==> src/rtl/mips_pkg.sv <==
// Shared constants for the MIPS core interrupt path: source count, vector table
// layout and the vector address helper.
package mips_pkg;

    localparam int unsigned NUM_INT_SRC     = 4;
    localparam int unsigned INT_ID_W        = 2;
    localparam logic [31:0] VEC_BASE_DFLT   = 32'h0000_01F0;
    localparam int unsigned VEC_STRIDE_DFLT = 4;

    // Jump-table entry address for source index id.
    function automatic logic [31:0] vec_addr(input logic [31:0]         base,
                                             input int unsigned         stride,
                                             input logic [INT_ID_W-1:0] id);
        logic [31:0] stride_w;
        logic [31:0] id_w;
        stride_w = stride;
        id_w     = {{(32-INT_ID_W){1'b0}}, id};
        return base + stride_w * id_w;
    endfunction

endpackage

==> src/rtl/int_prio_enc.sv <==
// Fixed-priority encoder: lowest set request bit wins; index is 0 when idle.
module int_prio_enc
    import mips_pkg::*;
(
    input  logic [NUM_INT_SRC-1:0] req,
    output logic                   valid,
    output logic [INT_ID_W-1:0]    idx
);

    // Pick the lowest-numbered active request.
    always_comb begin
        valid = |req;
        idx   = 2'd0;
        if (req[0]) begin
            idx = 2'd0;
        end else if (req[1]) begin
            idx = 2'd1;
        end else if (req[2]) begin
            idx = 2'd2;
        end else if (req[3]) begin
            idx = 2'd3;
        end
    end

endmodule

==> src/rtl/vectored_int_ctrl.sv <==
// Vectored interrupt address generator: edge-detects the accelerator done
// lines, keeps sticky pending flags and drives the jump-table address that
// intmux loads into the PC on int_ack.
module vectored_int_ctrl
    import mips_pkg::*;
#(
    parameter logic [31:0] VEC_BASE   = VEC_BASE_DFLT,
    parameter int unsigned VEC_STRIDE = VEC_STRIDE_DFLT
) (
    input  logic                clk,
    input  logic                reset,
    input  logic                int_ack,
    input  logic                done1,
    input  logic                done2,
    input  logic                done3,
    input  logic                done4,
    output logic [31:0]         int_addr,
    output logic                irq,
    output logic [INT_ID_W-1:0] int_id
);

    logic [NUM_INT_SRC-1:0] done_vec;
    logic [NUM_INT_SRC-1:0] done_q;
    logic [NUM_INT_SRC-1:0] new_edge;
    logic [NUM_INT_SRC-1:0] pending_q;
    logic [NUM_INT_SRC-1:0] pending_d;
    logic [NUM_INT_SRC-1:0] req;
    logic [NUM_INT_SRC-1:0] serve_mask;
    logic                   serve;

    assign done_vec = {done4, done3, done2, done1};
    assign new_edge = done_vec & ~done_q;
    // A fresh edge is a request this very cycle, so it can be served with no latency.
    assign req      = pending_q | new_edge;
    assign serve    = int_ack & irq;

    int_prio_enc u_prio_enc (
        .req   (req),
        .valid (irq),
        .idx   (int_id)
    );

    // Clear only the served source; every other request stays sticky.
    always_comb begin
        serve_mask = '0;
        if (serve) begin
            serve_mask[int_id] = 1'b1;
        end
        pending_d = req & ~serve_mask;
    end

    // Vector address is only presented while an interrupt is being accepted.
    always_comb begin
        int_addr = 32'h0;
        if (serve) begin
            int_addr = vec_addr(VEC_BASE, VEC_STRIDE, int_id);
        end
    end

    // Done history for edge detection and the sticky pending flags.
    always_ff @(posedge clk or posedge reset) begin
        if (reset) begin
            done_q    <= '0;
            pending_q <= '0;
        end else begin
            done_q    <= done_vec;
            pending_q <= pending_d;
        end
    end

endmodule

==> config.mk <==
export PLATFORM = sky130hd
export DESIGN_NAME = vectored_int_ctrl
export DESIGN_NICKNAME = d
export VERILOG_FILES = /design/src/rtl/mips_pkg.sv /design/src/rtl/int_prio_enc.sv /design/src/rtl/vectored_int_ctrl.sv
export SDC_FILE = /design/constraint.sdc
export NUM_CORES = 1
export LEC_CHECK = 0
export ABC_CLOCK_PERIOD_IN_PS = 3100
export CORE_MARGIN = 2
export CORE_UTILIZATION = 37
export CTS_CLUSTER_DIAMETER = 40
export CTS_CLUSTER_SIZE = 25
export DETAILED_ROUTE_END_ITERATION = 12
export PLACE_DENSITY = 0.89
export SETUP_SLACK_MARGIN = 0.5
export SYNTH_ARGS = -nofsm -noshare
export SYNTH_HDL_FRONTEND = slang
export SYNTH_SLANG_ARGS = --single-unit
==> constraint.sdc <==
create_clock -name clk -period 3.1 [get_ports clk]
set_clock_uncertainty 0.05 [all_clocks]
set_input_delay 0.93 -clock clk [delete_from_list [all_inputs] [get_ports clk]]
set_output_delay 0.93 -clock clk [all_outputs]
set_load 0.05 [all_outputs]
* After elaboration in Yosys (flattened, before gate mapping)
Index checks and enable logic that the tools add are counted.
** Storage, ports and cells
- Bits in registers :: 8
- Logic and storage cells :: 21
- Output and inout bits :: 35
- Bits of input ports :: 7
** Cells by class
- $lt $le $gt $ge :: 2
- Reductions and logical operators :: 2
- Mux-type cells :: 8
- Bitwise logic cells :: 6
- Add/subtract/negate cells :: 1
** Operators by type and width (count)
- adder 9 x 4 -> 10 bit (first input constant) :: 1
- two-way mux 10 bit :: 1
- AND 4 bit :: 2
- two-way mux 2 bit :: 4
- NOT 4 bit :: 2
- two-way mux 4 bit :: 1
- bitwise OR 4 bit :: 1
- OR reduction 4 bit :: 1
- < comparator 2 x 3 -> 1 bit (second input constant) :: 1
- demux 1 bit (select 2 bit) :: 1
- greater-or-equal comparator 2 x 1 -> 1 bit (second input constant) :: 1
- AND 1 bit :: 1
- logical AND 1 bit :: 1
- two-way mux 1 bit :: 1

* Logic depth before layout (Yosys ltp)
- Word-level depth :: 14
- Mapped depth :: 4
- Depth with buffers taken out :: 3

* By module
Synthesis repeated with hierarchy kept, for this count alone.
** Unflattened totals
- Cell total of the unflattened synthesis :: 64
- Area, all modules :: 580.6 um2
** By module, submodules not included
- vectored_int_ctrl :: cells each 57, area each 545.5 um2, sequential area each 200.2 um2, times used 1
- int_prio_enc :: cells each 7, area each 35.0 um2, sequential area each 0.0 um2, times used 1

* Worst setup path after synthesis
Ideal clock, no wire load.
- Kind :: input-to-output
- From :: in done1
- To :: out int_id[0]
- Stages on the path :: 3
- Setup slack :: -0.337 ns
- Data arrival time :: 2.457 ns
- Buffers on the path :: 0
- Data required time :: 2.120 ns
- Path through :: nor2b_1 -> nor2_2 -> a21boi_0
** Between the ends
- Longest elaborated chain between the ends :: 3
** RTL lines
- start: declaration :: RTL line vectored_int_ctrl.sv:13 : input logic done1,
- AND 4 bit :: RTL line vectored_int_ctrl.sv:32 : assign new_edge = done_vec & ~done_q;
- bitwise OR 4 bit :: RTL line vectored_int_ctrl.sv:34 : assign req = pending_q | new_edge;
- two-way mux 2 bit :: RTL line int_prio_enc.sv:14 : if (req[0]) begin
- end: declaration :: RTL line vectored_int_ctrl.sv:19 : output logic [INT_ID_W-1:0] int_id
Every way passes these cells.

* Worst setup path in the final report
- From :: in done4
- To :: out int_id[1]
** Between the ends
- Longest elaborated chain between the ends :: 6
** RTL lines
- start: declaration :: RTL line vectored_int_ctrl.sv:16 : input logic done4,
- AND 4 bit :: RTL line vectored_int_ctrl.sv:32
- bitwise OR 4 bit :: RTL line vectored_int_ctrl.sv:34
- two-way mux 2 bit :: RTL line int_prio_enc.sv:20 : end else if (req[3]) begin
- two-way mux 2 bit :: RTL line int_prio_enc.sv:18 : end else if (req[2]) begin
- two-way mux 2 bit :: RTL line int_prio_enc.sv:16 : end else if (req[1]) begin
- two-way mux 2 bit :: RTL line int_prio_enc.sv:14
Every way passes these cells.

==> metrics.log <==
[metrics] mean instance size in the synthesized netlist: 9.75 um2
[metrics] sum of negative setup slack: 0 ns
[metrics] peak per-stage delay on the critical path: 0.22 ns
[metrics] layout overhead on the synthesized area: 53.4%
[metrics] highest achievable clock rate: 347 MHz
[metrics] total power: 0.451 mW
[metrics] iteration-0 DRC count of the detailed router: 3
[metrics] leading post-synthesis cells by cell area: sky130_fd_sc_hd__buf_4 (37%), sky130_fd_sc_hd__dfrtp_1 (33%), sky130_fd_sc_hd__a2111oi_4 (4.5%)
[metrics] H-tree Lvls: 1
[metrics] buffer cell driving the clock tree root: sky130_fd_sc_hd__clkbuf_4
[metrics] Setup crit end: int_id[1]
[metrics] final period demand of the worst path: 2.89 ns
[metrics] Boundary Pins: 42
[metrics] met1 Usage GRT: 17.5%
[metrics] Synth area leader: sky130_fd_sc_hd__buf_4
[metrics] Chip Height: 44.7 um
[metrics] count of hold-fix buffers inserted at cts: 0
[metrics] area of the die: 2000 um2
[metrics] combined global-route utilization of all metal layers: 15.8%
[metrics] type of origin of the critical path: input port
[metrics] average wire length per cell after detail routing: 12.0 um
[metrics] count of nets left with antenna violations after detail routing: 0
[metrics] Cell variety after synth: 20
[metrics] total of max-cap violations: 0
[metrics] length in cells of the worst reg-to-reg path: 4
[metrics] Post-synth EDFFs: 0
[metrics] cell count after synthesis: 63
[metrics] global-route wire length before repair: 2150 um
[metrics] share of flip-flops with an asynchronous set or reset: 100%
[metrics] Core Footprint: 1520 um2
[metrics] cell breakdown of the critical path: buf_6 > nor2b_4 > a2111oi_4 > buf_4 > and3b_2 > buf_8
[metrics] total count of hold-check failures in the final report: 0
[metrics] beginning of the worst register-to-register path: pending_q[0]
[metrics] busiest grt layer: met2
[metrics] remaining global-route overflow: 0
[metrics] number of antenna violations at the first check in global routing: 0
[metrics] worst hold-check path type: register to register
[metrics] required time reported for the critical path endpoint: 2.12 ns
[metrics] top cells by count, synth: sky130_fd_sc_hd__buf_4 (30), sky130_fd_sc_hd__dfrtp_1 (8), sky130_fd_sc_hd__inv_1 (5)
[metrics] Synth top area share: 36.7%
[metrics] standard cell with the maximum stage delay on the critical path: sky130_fd_sc_hd__and3b_2
[metrics] post-CTS clock slew at the launch and capture registers of the worst setup and hold paths: 0.05 ns
[metrics] antenna fix cells: 0
[metrics] count of vias placed by the detailed router: 457
[metrics] quantity of I/O buffers inserted on ports: 16
[metrics] Initial Util: 40.3%
[metrics] router iterations before antenna repair: 2
[metrics] number of vias per cell after detailed routing: 4.23
[metrics] RSZ-0062 raised after global routing: yes
[metrics] total power per unit cell area: 478 nW/um2
[metrics] post-synthesis sequential area ratio: 32.6%
[metrics] total number of nets in the final design: 101
[metrics] Lkg Pwr: 0.462 nW
[metrics] worst skew pair latency: 0.25 ns
[metrics] met3 global-route usage: 6.80%
[metrics] Reg-to-Reg End: pending_q[3]
[metrics] total clock buffers created by CTS: 3
[metrics] internal reg-to-reg setup slack: 1.91 ns
[metrics] layout cell share with drive strength beyond 1: 50.0%
[metrics] fraction of the cycle the final worst path needs: 93.1%
[metrics] crit path DAT: 1.91 ns
[metrics] prevailing post-synth register cell: sky130_fd_sc_hd__dfrtp_1
[metrics] Synth Cell Area: 614 um2
[metrics] cell row count: 14
[metrics] number of register bits inferred by synthesis: 8
[metrics] clock tree from TritonCTS: built
[metrics] cell with the most instances after synthesis: sky130_fd_sc_hd__buf_4
[metrics] CTS sink cnt: 8
[metrics] Final Setup Violations: 0
[metrics] Max FO, Critical Path: 4
[metrics] outcome: finished, final reports clean
[metrics] final number of max-transition violations: 0
[metrics] Worst IR Drop VDD: 299 uV
[metrics] largest net degree at the start of global routing: 9
[metrics] final WL: 1300 um
[metrics] Critical Setup Path Class: input port to primary output
[metrics] Longest Clk Path Bufs: 2
[metrics] Critical Path Sink Type: primary output
[metrics] number of global-route vias before repair: 454
[metrics] post-detailed-route DRC marker count: 0
[metrics] global routing met2 resource utilization: 26.1%
[metrics] die width: 44.7 um
[metrics] worst setup path startpoint: done4
[metrics] detailed placement HPWL: 1000 um
[metrics] number of synthesis warnings: 0
[metrics] placer's final routability congestion estimate: 0.776
## cell families (layout without fill, tap and decap cells)
family          Yosys count  in the layout  share of synthesized area, %
buf+inv                  36             41                          40.3
other cells               1             25                         0.610
flops                     8              8                          32.6
compound gates           10             10                          17.1
simple gates              8              8                          9.37
## report_power, final
part           switching [mW]  total (mW)  leakage (nW)  internal, mW
combinational           0.158       0.245         0.355        0.0871
clock                  0.0340      0.0782        0.0138        0.0442
sequential             0.0131       0.128        0.0931         0.115
## what timing repair did
action | in CTS | in global routing
buffers inserted | 5 | 0
gates resized for setup | 33 | 2
setup endpoints to repair | 10 | 10
pin swaps | 8 | 4
## per-stage QoR
step	setup slack (ns)	hold WS (ns)	util [%]	instances	instance area, um2
CTS	0.159	0.631	61.9	108	943
global placement	-0.194	0.559	53.2	100	811
finish	0.215	0.639	61.8	108	942
detailed placement	-0.218	0.559	53.2	100	811
global route	0.167	0.680	61.8	108	942
floorplan	0.160	0.517	-	87	792
## area by class of cell
class                   count  area (um2)
clock buffers               3        22.5
fillers                   131         582
inverters                   6        22.5
multi-input cells          43         344
flip-flops and latches      8         200
well taps                  16        20.0
repair buffers             32         333
## how the worst min path moves through the flow
stage / slack, ns / startpoint / end / depth (start not counted)
floorplan: 0.52 / done_q[3] / pending_q[3] / 3
CTS: 0.63 / pending_q[3] / pending_q[3] / 2
finish: 0.64 / pending_q[3] / pending_q[3] / 2
global route: 0.68 / pending_q[3] / pending_q[3] / 2
global placement: 0.56 / done_q[3] / pending_q[3] / 3
detailed placement: 0.56 / done_q[3] / pending_q[3] / 3
## worst max-delay path: cells and delay by family
family	cells	cell delay, ns
compound gates	1	0.18
simple gates	2	0.36
buf+inv	3	0.43
## layout by cell type, fill, tap and decap left out, types with 2 or more instances in the layout
cell type	n
sky130_fd_sc_hd__a21oi_1	2
sky130_fd_sc_hd__clkbuf_4	3
sky130_fd_sc_hd__inv_1	4
sky130_fd_sc_hd__nor2b_4	2
sky130_fd_sc_hd__buf_8	3
sky130_fd_sc_hd__inv_2	2
sky130_fd_sc_hd__dfrtp_1	8
sky130_fd_sc_hd__buf_6	11
sky130_fd_sc_hd__nor2_1	2
sky130_fd_sc_hd__buf_12	2
sky130_fd_sc_hd__buf_4	12
sky130_fd_sc_hd__conb_1	25
sky130_fd_sc_hd__a2111oi_4	2
## metal layers
metal / up-vias / wire length (um)
met5: - / 0
met4: 0 / 16
met3: 2 / 125
met2: 24 / 684
met1: 219 / 472
li1: 212 / -
## flip-flops by register name (all words and copies together), names as in the netlist
| register | flops |
|---|---|
| done_q | 4 |
| pending_q | 4 |
Note: power is estimated with default switching activity, not from simulation.
